[src/rtl/fetch_prefetch_unit.sv]
// Instruction-fetch front end: credit-limited in-order imem requests, prefetch FIFO of {pc, word},
// and redirect handling that flushes the FIFO and drops responses still in flight.
module fetch_prefetch_unit #(
   parameter int unsigned       XLEN       = 32,
   parameter logic [XLEN-1:0]   RESET_PC   = '0,
   parameter int unsigned       FIFO_DEPTH = 4,
   parameter int unsigned       MAX_OUTST  = 2
) (
   input  logic            clk,
   input  logic            reset,
   output logic            imem_req_valid,
   input  logic            imem_req_ready,
   output logic [XLEN-1:0] imem_req_addr,
   input  logic            imem_rsp_valid,
   input  logic [31:0]     imem_rsp_data,
   input  logic            redirect_valid,
   input  logic [XLEN-1:0] redirect_pc,
   output logic            inst_valid,
   input  logic            inst_ready,
   output logic [31:0]     inst_data,
   output logic [XLEN-1:0] inst_pc,
   output logic            fetch_fault
);

   localparam int unsigned PTR_W = $clog2(FIFO_DEPTH);
   localparam int unsigned CNT_W = $clog2(FIFO_DEPTH + 1);

   localparam logic [0:0] ST_RUN   = 1'b0;
   localparam logic [0:0] ST_FAULT = 1'b1;

   logic [0:0]      state, state_nxt;
   logic [XLEN-1:0] fetch_pc, fetch_pc_nxt;
   logic [XLEN-1:0] rsp_pc, rsp_pc_nxt;
   logic [CNT_W-1:0] outst, outst_nxt;
   logic [CNT_W-1:0] drop, drop_nxt;
   logic [CNT_W-1:0] count, count_nxt;
   logic [PTR_W-1:0] wr_ptr, rd_ptr;
   logic            req_valid_nxt;

   logic [31:0]     fifo_data [FIFO_DEPTH];
   logic [XLEN-1:0] fifo_pc   [FIFO_DEPTH];

   logic accept, keep, push, pop, misaligned;

   assign accept     = imem_req_valid & imem_req_ready;
   assign keep       = imem_rsp_valid & (drop == '0);
   assign push       = keep & ~redirect_valid;
   assign pop        = inst_valid & inst_ready & ~redirect_valid;
   assign misaligned = redirect_pc[1:0] != 2'b00;

   assign inst_valid    = count != '0;
   assign inst_data     = inst_valid ? fifo_data[rd_ptr] : '0;
   assign inst_pc       = inst_valid ? fifo_pc[rd_ptr] : '0;
   assign imem_req_addr = fetch_pc;
   assign fetch_fault   = state == ST_FAULT;

   always_comb begin
      state_nxt    = state;
      fetch_pc_nxt = fetch_pc;
      rsp_pc_nxt   = rsp_pc;
      drop_nxt     = drop;
      outst_nxt    = outst + CNT_W'(accept) - CNT_W'(imem_rsp_valid);
      count_nxt    = count + CNT_W'(push) - CNT_W'(pop);

      if (accept)
         fetch_pc_nxt = fetch_pc + XLEN'(4);
      if (keep)
         rsp_pc_nxt = rsp_pc + XLEN'(4);
      if (imem_rsp_valid && drop != '0)
         drop_nxt = drop - CNT_W'(1);

      // Every request still in flight after this edge belongs to the old path.
      if (redirect_valid) begin
         state_nxt    = misaligned ? ST_FAULT : ST_RUN;
         fetch_pc_nxt = redirect_pc;
         rsp_pc_nxt   = redirect_pc;
         drop_nxt     = outst_nxt;
         count_nxt    = '0;
      end

      req_valid_nxt = (state_nxt == ST_RUN)
                   && (32'(count_nxt) + 32'(outst_nxt) < FIFO_DEPTH)
                   && (32'(outst_nxt) < MAX_OUTST);
   end

   always_ff @(posedge clk or negedge reset) begin
      if (!reset) begin
         state          <= ST_RUN;
         fetch_pc       <= RESET_PC;
         rsp_pc         <= RESET_PC;
         outst          <= '0;
         drop           <= '0;
         count          <= '0;
         wr_ptr         <= '0;
         rd_ptr         <= '0;
         imem_req_valid <= 1'b0;
      end else begin
         state          <= state_nxt;
         fetch_pc       <= fetch_pc_nxt;
         rsp_pc         <= rsp_pc_nxt;
         outst          <= outst_nxt;
         drop           <= drop_nxt;
         count          <= count_nxt;
         imem_req_valid <= req_valid_nxt;
         if (redirect_valid) begin
            wr_ptr <= '0;
            rd_ptr <= '0;
         end else begin
            if (push)
               wr_ptr <= wr_ptr + PTR_W'(1);
            if (pop)
               rd_ptr <= rd_ptr + PTR_W'(1);
         end
      end
   end

   always_ff @(posedge clk) begin
      if (push) begin
         fifo_data[wr_ptr] <= imem_rsp_data;
         fifo_pc[wr_ptr]   <= rsp_pc;
      end
   end

   // Credits reserve a slot for every kept response, so this can only trip on a logic error.
   assert property (@(posedge clk) disable iff (!reset)
                    !(push && !pop && 32'(count) == FIFO_DEPTH));

endmodule

[config.mk]
export PLATFORM = sky130hd
export DESIGN_NAME = fetch_prefetch_unit
export DESIGN_NICKNAME = d
export VERILOG_FILES = /design/src/rtl/fetch_prefetch_unit.sv
export SDC_FILE = /design/constraint.sdc
export NUM_CORES = 1
export LEC_CHECK = 0
export BUFFER_PORTS_ARGS = -buffer_cell sky130_fd_sc_hd__buf_2
export CAP_MARGIN = 30
export CORE_UTILIZATION = 35
export CTS_BUF_LIST = sky130_fd_sc_hd__clkbuf_16
export CTS_CLUSTER_DIAMETER = 120
export DETAILED_ROUTE_END_ITERATION = 10
export GPL_TIMING_DRIVEN = 0
export SYNTH_ARGS = -nofsm -noshare
export SYNTH_HDL_FRONTEND = slang
export SYNTH_SLANG_ARGS = --single-unit
[constraint.sdc]
create_clock -name clk -period 5.4 [get_ports clk]
set_input_delay 0.81 -clock clk [delete_from_list [all_inputs] [get_ports clk]]
set_output_delay 0.81 -clock clk [all_outputs]
set_load 0.02 [all_outputs]
Yosys cells after proc, flatten, opt, wreduce, memory -nomap -nowiden
Memory sizes are Yosys's and may differ from the RTL's.
Cells that the tools add are included.

cells by class
  order comparisons = 2
  reductions and logical operators = 12
  bitwise gates (word level) = 7
  add/sub/neg operators = 10
  muxes and demuxes = 17

operators with widths
  cell                                                                           count
  32-bit 2-to-1 mux                                                              6
  32-bit by 3-bit adder with 32-bit output (second input constant)               2
  2-bit nonzero test                                                             6
  3-bit 2-to-1 mux                                                               3
  2-bit 2-to-1 mux                                                               4
  3-bit by 1-bit adder with 3-bit output                                         2
  3-bit nonzero test                                                             2
  3-bit by 1-bit subtractor with 3-bit output                                    2
  1-bit bitwise AND                                                              5
  2-bit by 1-bit adder with 2-bit output (second input constant)                 2
  3-bit by 3-bit adder with 4-bit output                                         1
  4-bit by 3-bit less-than comparator with 1-bit output (second input constant)  1
  1-bit 2-to-1 mux                                                               4
  1-bit logical AND                                                              3
  3-bit logical NOT                                                              1
  3-bit by 2-bit less-than comparator with 1-bit output (second input constant)  1
  3-bit by 1-bit subtractor with 3-bit output (second input constant)            1
  1-bit NOT                                                                      2

storage, ports and cells
  memory bits (writable) = 256
  input port bits = 70
  output and inout bits = 99
  memories kept = 2
  bits in registers = 79

memories
  memory     depth  width  rd ports  clocked after memory_dff  wr ports  RTL line  RTL
  fifo_data  4      32     1         0                         1         40        logic [31:0] fifo_data [FIFO_DEPTH];
  fifo_pc    4      32     1         0                         1         41        logic [XLEN-1:0] fifo_pc [FIFO_DEPTH];

Longest topological paths before layout
Gate-level depths: netlist of run 1.

  depth after elaboration = 10
  gate-level depth with buffers = 18
  mapped depth without buffers = 17

Least setup slack after synthesis of run 1
Ideal clock, no wire load.

  path type = input -> register
  start = input redirect_valid
  end = register imem_req_valid
  buffers on the path = 2
  arrival = 3340 ps
  stages = 15
  setup slack = 1974 ps
  cell sequence = clkbuf_1 -> buf_1 -> nor2_1 -> ha_1 -> inv_1 -> ha_1 -> inv_1 -> fa_1 -> xor2_1 -> xnor2_1 -> nor2_1 -> ha_1 -> nor4_1 -> nand2_1 -> nor3_1

between the ends
  word-level cells in the longest chain between the ends = 9

RTL lines
  item                                                       RTL line  RTL
  from (decl)                                                16        input logic redirect_valid,
  1-bit NOT                                                  47, 48
  1-bit bitwise AND                                          47        assign push = keep & ~redirect_valid;
  3-bit by 1-bit adder with 3-bit output                     63        count_nxt = count + CNT_W'(push) - CNT_W'(pop);
  3-bit by 1-bit subtractor with 3-bit output                63
  3-bit 2-to-1 mux (*)                                       73        if (redirect_valid) begin
  named net count_nxt[2]                                     36        logic [CNT_W-1:0] count, count_nxt;
  3-bit by 3-bit adder with 4-bit output (*)                 82        && (32'(count_nxt) + 32'(outst_nxt) < FIFO_DEPTH)
  4-bit by 3-bit less-than comparator with 1-bit output (*)  82
  1-bit logical AND (*)                                      82
  1-bit logical AND (*)                                      83        && (32'(outst_nxt) < MAX_OUTST);
  named net req_valid_nxt                                    38        logic req_valid_nxt;
  to (signal assigned)                                       104       imem_req_valid <= req_valid_nxt;
  to (decl)                                                  11        output logic imem_req_valid,

The timed path passes the listed nets; every way through them passes the cells marked *.
A chain may end at the register's enable or synchronous reset.

Worst setup path in the final report of run 1
Ends and elaborated chain as after synthesis.

==> run_results.csv, run 1 <==
group,metric,value,unit
sta,skew,0.0266,ns
sta,tightest_slew,0.753,ns
pwr,power_density,458,nW/um^2
synth,ys_seq_elements,335,
pwr,swShare,30.7,%
global_route,overflow,0,
global_route,grt_pass1_vias,7885,
floorplanning,rows,73,
worst_setup_path,critPathMaxStageDelay,0.53,ns
sta,hold_violations,0,
global_route,grt_max_degree,61,
worst_setup_path,cp_max_fo,10,
synth,synth_top_area_share,54.7,%
sta,setup_tns,0,ns
worst_setup_path,crit_chain,"buf_2, clkbuf_1, buf_1, nor2_1, ha_1, inv_1, ha_1, inv_1, fa_1, xor2_1, xnor2_1, nor2_1, ha_1, nor4_1, nand2_1, nor3_1",
finish,drive_above_1_share,32.4,%
floorplanning,fp.dieW,202,um
worst_setup_path,critical_path_class,"in2reg",
synth,yosysWarnings,0,
synth,syn_area_per_cell,16.8,sq um
worst_setup_path,rrSetupSlack,1.59,ns
pwr,p_int,5.39,mW
pwr,comb_power_share,27.0,%
placed_design,place.gp.congestion,0.832,
synth,synthesis.area,14100,sq um
pwr,leakage,6.19,nW
finish,fillCellCount,3647,
global_route,antenna_found_initial,0,
route,vias,7835,
worst_setup_path,crit_path_top_delay_cell,"clkbuf_1",
route,viasPerCell,4.89,
finish,layoutNonFillerInstCount,1603,
cts,ctsHoldBuffers,0,
sta,setup_viol,0,
sta,max_slew_margin,49.8,%
cts,clockBufferDepth,3,
route,ant_nets,0,
hold_path,min_path_type,"in2async",
cts,clk_latency,0.54,ns
floorplanning,start_util,35.5,%
synth,synthDistinctLibCells,45,
synth,syn_inst,835,
floorplanning,fp.dieH,202,um
placed_design,portBuffers,168,
worst_setup_path,start_kind,"input pin",
cts,postCtsSetupBuffers,0,
synth,yosysMostFrequentCell,"edfxtp_1",
synth,ys.flop_type,"edfxtp_1",
global_route,grt_pass1_wl,47900,um
route,firstDrtPassIters,5,
synth,synth_edf_count,256,
synth,asyncSetResetFlopFracSynth,23.6,%
pwr,clkPwrFrac,33.3,%
route,drtIter0Drc,445,
worst_setup_path,cp_data_arrival_time,4.43,ns
job,max-cap-violations,0,
worst_setup_path,cp_common_cell,"ha_1",
synth,synth_nets,921,
placed_design,dp.cells,1533,
finish,num-nets-final,1134,
floorplanning,core-area,39600,sq um
floorplanning,io_pins,169,
synth,synth.yosys.seq_area_share,68.7,%
cts,cts_tree,"built",
pwr,sequentialPowerShare,39.7,%
synth,yosysTopAreaCell,"edfxtp_1",
sta,drv_slew,0,
cts,cts_inserted_buffers,38,
placed_design,hpwlAfterDp,21100,um
cts,clkSinkCount,335,
sta,fmax,250,MHz
status,status,"completed",
synth,ys_top_cells_by_area,"edfxtp_1, dfrtp_1, mux4_2",
route,routedWlPerCell,19.6,um
worst_setup_path,critPathCaptureType,"flop",
sta,period_minus_slack,4.00,ns
route,drt_wl_total,31500,um
cts,cts.repair.resized,0,
synth,synth_commonest_cells,"edfxtp_1, dfrtp_1, and2_1, mux4_2, mux2_2",
pwr,vdd_ir_drop_max,0.000193,V
cts,root_buffer,"clkbuf_16",
cts,clkTransAtPathRegs,0.06,ns
sta,post-route-period-util,74.0,%
global_route,track_usage,15.7,%
pwr,p_switching,2.39,mW
sta,setup_ws,1.40,ns
finish,area_delta_synth_final,20.7,%
worst_setup_path,cp.required,5.83,ns
floorplanning,die_area,41000,sq um
sta,rsz0062_at_grt,"no",
route,drcViolationCount,0,
placed_design,post-place-ws,0.760,ns
cts,cts_max_level,2,
[cell usage in the layout (no fill, tap or decap), drive strengths merged, types with 5 or more instances in the layout]
| master | count |
|---|---|
| clkinv | 11 |
| buf | 188 |
| nand2b | 6 |
| o21ai | 12 |
| nand2 | 28 |
| nor2 | 33 |
| dfrtp | 79 |
| mux4 | 64 |
| and2 | 71 |
| a21oi | 12 |
| xnor2 | 33 |
| edfxtp | 256 |
| and3 | 8 |
| xor2 | 29 |
| bufinv | 6 |
| nor4 | 6 |
| ha | 14 |
| nand3 | 31 |
| nand4 | 22 |
| a21boi | 11 |
| nor3 | 11 |
| mux2 | 34 |
| clkbuf | 57 |
| mux2i | 5 |
| inv | 31 |
[cell families (layout without fill, tap and decap cells)]
kind of cell,after synthesis,in the layout,synth area share (%)
other,0,1,0
buffers and inverters,53,295,1.55
AOI/OAI and AO/OA,40,40,1.70
DFF,335,335,68.7
and+or+nand+nor,226,226,9.31
muxes,103,103,13.3
adders and majority gates,16,16,1.53
xor gates and xnor gates,62,62,3.86
[final cells by class]
class	count	area, sq um	area share, %
antenna	1	2.50	0.0147
multi-input combinational	447	4190	24.7
inverter	20	75.1	0.442
tap	525	657	3.87
sequential	335	9660	56.9
clock buffer	39	976	5.75
buffer	33	143	0.840
clock inverter	30	287	1.69
timing repair buffer	173	981	5.78
[worst max-delay path: cells and delay by family]
| family | cells | cell delay (ns) |
|---|---|---|
| buffers and inverters | 5 | 1.38 |
| adders and majority gates | 4 | 1.08 |
| xor gates and xnor gates | 2 | 0.28 |
| and+or+nand+nor | 5 | 0.88 |
[state kept, by name, summed over array words and instances (netlist names)]
signal and cells:
rsp_pc 32, imem_req_addr 32, imem_req_valid 1, fetch_fault 1, drop 3, rd_ptr 2, count 3, fifo_data 128
wr_ptr 2, fifo_pc 128, outst 3
[metrics by stage]
stage	hold slack [ns]	util (%)	total power, mW	area (sq um)
after floorplan	0.476	-	4.53	14100
after global placement	0.503	39.3	5.29	15600
after detailed placement	0.517	39.6	5.31	15700
after CTS	0.134	42.8	7.92	17000
after global routing	0.153	42.8	8.17	17000
final	0.156	42.8	7.78	17000
[power groups by stage]
stage | sequential, mW | clock (mW) | combinational, mW
after floorplan | 3.13 | 0 | 1.40
after global placement | 3.14 | 0 | 2.15
after detailed placement | 3.14 | 0 | 2.17
after CTS | 3.09 | 2.66 | 2.17
after global routing | 3.11 | 2.76 | 2.30
final | 3.09 | 2.59 | 2.10
[final timing paths]
check / to / cells after the start / startpoint
worst max-delay path: imem_req_valid / 16 / redirect_valid
worst min-delay path: imem_req_addr[25] / 1 / reset
worst max register to register: imem_req_valid / 16 / count[1]
worst min register to register: imem_req_addr[1] / 2 / imem_req_addr[1]
max in group asynchronous: rd_ptr[0] / 2 / reset
min in group clk: fifo_data[1][8] / 1 / imem_rsp_data[8]
[per-layer routing]
| metal | wire, um | global-route usage (%) | vias to the layer above |
|---|---|---|---|
| met2 | 14700 | 24.8 | 241 |
| met4 | 724 | 5.21 | 0 |
| li1 | - | - | 3617 |
| met5 | 0 | 0 | - |
| met3 | 1760 | 2.89 | 49 |
| met1 | 14300 | 21.7 | 3928 |
Note: power is estimated with default switching activity, not from simulation.
==> run 2: changes to the inputs <==
- clock period: 5.4 -> 3.85 ns (I/O delays scaled with it)
==> run 2 against run 1 <==
Via count about the same. Total power is 40% higher. Sequential power rose by 40%. Register-to-register slack got worse by 1.3 ns. Critical path depth is 2 higher. Design area is essentially flat. Critical endpoint unchanged. Worst setup slack lost 1.1 ns. Highest routed layer unchanged. Utilization about the same.
==> run_results.csv, run 2 (synthesis gave the netlist of run 1 again) <==
group,metric,value,unit
status,status,"completed",
worst_setup_path,start_kind,"flop",
pwr,vdd_ir_drop_max,0.000271,V
floorplanning,rows,73,
sta,post-route-period-util,93.0,%
sta,tightest_slew,0.747,ns
pwr,p_switching,3.36,mW
finish,final_area,17000,sq um
placed_design,place.gp.congestion,0.832,
finish,fillCellCount,3650,
worst_setup_path,cp.required,4.28,ns
pwr,swShare,30.7,%
sta,period_minus_slack,3.58,ns
floorplanning,die_area,41000,sq um
pwr,leakage,6.19,nW
route,drtIter0Drc,448,
floorplanning,fp.dieW,202,um
finish,area_delta_synth_final,20.8,%
cts,clockBufferDepth,3,
finish,drive_above_1_share,32.6,%
route,drt_wl_total,31300,um
route,routedWlPerCell,19.5,um
cts,clk_latency,0.54,ns
pwr,comb_power_share,27.1,%
global_route,overflow,0,
job,max-cap-violations,0,
global_route,antenna_found_initial,0,
sta,hold_violations,0,
route,viasPerCell,4.89,
finish,final_cell_mix,"edfxtp_1, buf_2, dfrtp_1",
pwr,p_total,10.9,mW
route,firstDrtPassIters,4,
global_route,grt_pass1_wl,47600,um
floorplanning,io_pins,169,
placed_design,placed_area,15700,sq um
floorplanning,start_util,35.5,%
worst_setup_path,critPathCaptureType,"flop",
hold_path,min_path_type,"in2reg",
cts,root_buffer,"clkbuf_16",
worst_setup_path,critPathLaunch,"drop[0]",
pwr,power_density,643,nW/um^2
global_route,grt_pass1_vias,7879,
placed_design,dp.cells,1533,
cts,clkSinkCount,335,
finish,final_common_cell,"edfxtp_1",
pwr,clkPwrFrac,33.3,%
route,drcViolationCount,0,
sta,drv_slew,0,
finish,top_regs,"fifo_data x128, fifo_pc x128",
sta,fmax,279,MHz
route,vias,7840,
cts,cts_max_level,2,
cts,clkTransAtPathRegs,0.06,ns
worst_setup_path,critical_path_class,"reg2reg",
cts,cts_inserted_buffers,38,
finish,layoutNonFillerInstCount,1602,
placed_design,portBuffers,168,
worst_setup_path,cp_data_arrival_time,4.02,ns
global_route,grt_max_degree,61,
sta,skew,0.0272,ns
sta,rsz0062_at_grt,"no",
finish,num-nets-final,1133,
finish,fin_util,42.9,%
floorplanning,core-area,39600,sq um
worst_setup_path,reg2reg_from,"drop[0]",
pwr,sequentialPowerShare,39.6,%
sta,setup_viol,0,
cts,cts_tree,"built",
hold_path,worstHoldStart,"imem_rsp_data[8]",
sta,hold_ws,0.266,ns
worst_setup_path,cp_max_fo,10,
sta,max_slew_margin,50.2,%
global_route,track_usage,15.5,%
floorplanning,fp.dieH,202,um
placed_design,hpwlAfterDp,21100,um
route,ant_nets,0,
pwr,p_int,7.57,mW
run 2: cell types whose count changed in the layout (fill, tap and decap cells not counted):
cell / before / now
nor2_4: 0 / 1
or3_1: 2 / 1
nor2_1: 33 / 32
clkbuf_1: 18 / 16
or3_4: 0 / 1
dlygate4sd3_1: 0 / 1
run 2: worst paths after layout:
check,depth (start not counted),slack (ns),end
worst max-delay path,18,0.27,imem_req_valid
worst min-delay path,1,0.27,fifo_data[1][8]
worst max register to register,18,0.27,imem_req_valid
worst min register to register,0,0.52,fifo_pc[3][0]
max in group asynchronous,3,2.74,rd_ptr[0]
min in group asynchronous,2,0.47,imem_req_addr[25]
run 2: critical path, cell delays in order, from the launching register on:
cell and delay [ns]:
dfrtp_1 0.36, inv_1 0.11, ha_1 0.23, nand3b_4 0.15
buf_2 0.25, nor2_4 0.19, inv_1 0.06, ha_1 0.27
inv_1 0.06, ha_1 0.13, inv_1 0.05, fa_1 0.37
xor2_1 0.16, xnor2_1 0.12, nor2_1 0.15, ha_1 0.25
nor4_1 0.26, nand2_1 0.09, nor3_1 0.22
run 2: power by group through the flow:
stage	combinational, mW	sequential (mW)	clock [mW]
finish	2.96	4.33	3.64
floorplan	1.96	4.40	0
detailed placement	3.04	4.40	0
CTS	3.04	4.33	3.74
global route	3.23	4.36	3.86
global placement	3.01	4.40	0
run 2: per-stage QoR:
step | setup slack [ns] | TNS, ns
floorplan | 0.656 | 0
global placement | -1.10 | -269.23
detailed placement | -0.558 | -0.558
CTS | 0.0572 | 0
global route | 0.0313 | 0
finish | 0.268 | 0
run 2: layer usage:
| metal | share of wire (%) | global-route usage, % |
|---|---|---|
| met3 | 5.5 | 2.89 |
| met4 | 2.3 | 5.21 |
| met5 | 0 | 0 |
| met1 | 46 | 21.7 |
| met2 | 47 | 24.5 |
run 2: cell type report:
class,count,area [sq um],area share [%]
Timing Repair Buffer,174,991,5.83
Buffer,31,135,0.795
Tap cell,525,657,3.87
Antenna cell,1,2.50,0.0147
Clock buffer,39,976,5.74
Multi-Input combinational cell,447,4200,24.7
Clock inverter,30,287,1.69
Inverter,20,75.1,0.442
Sequential cell,335,9660,56.9
run 2: timing repair:
item | in CTS | in global routing
setup endpoints to repair | 1 | 1
hold endpoints to repair | 19 | 0
hold buffers | 1 | 0
gates cloned | 0 | 0
setup buffers | 0 | 0
gates resized for setup | 1 | 3
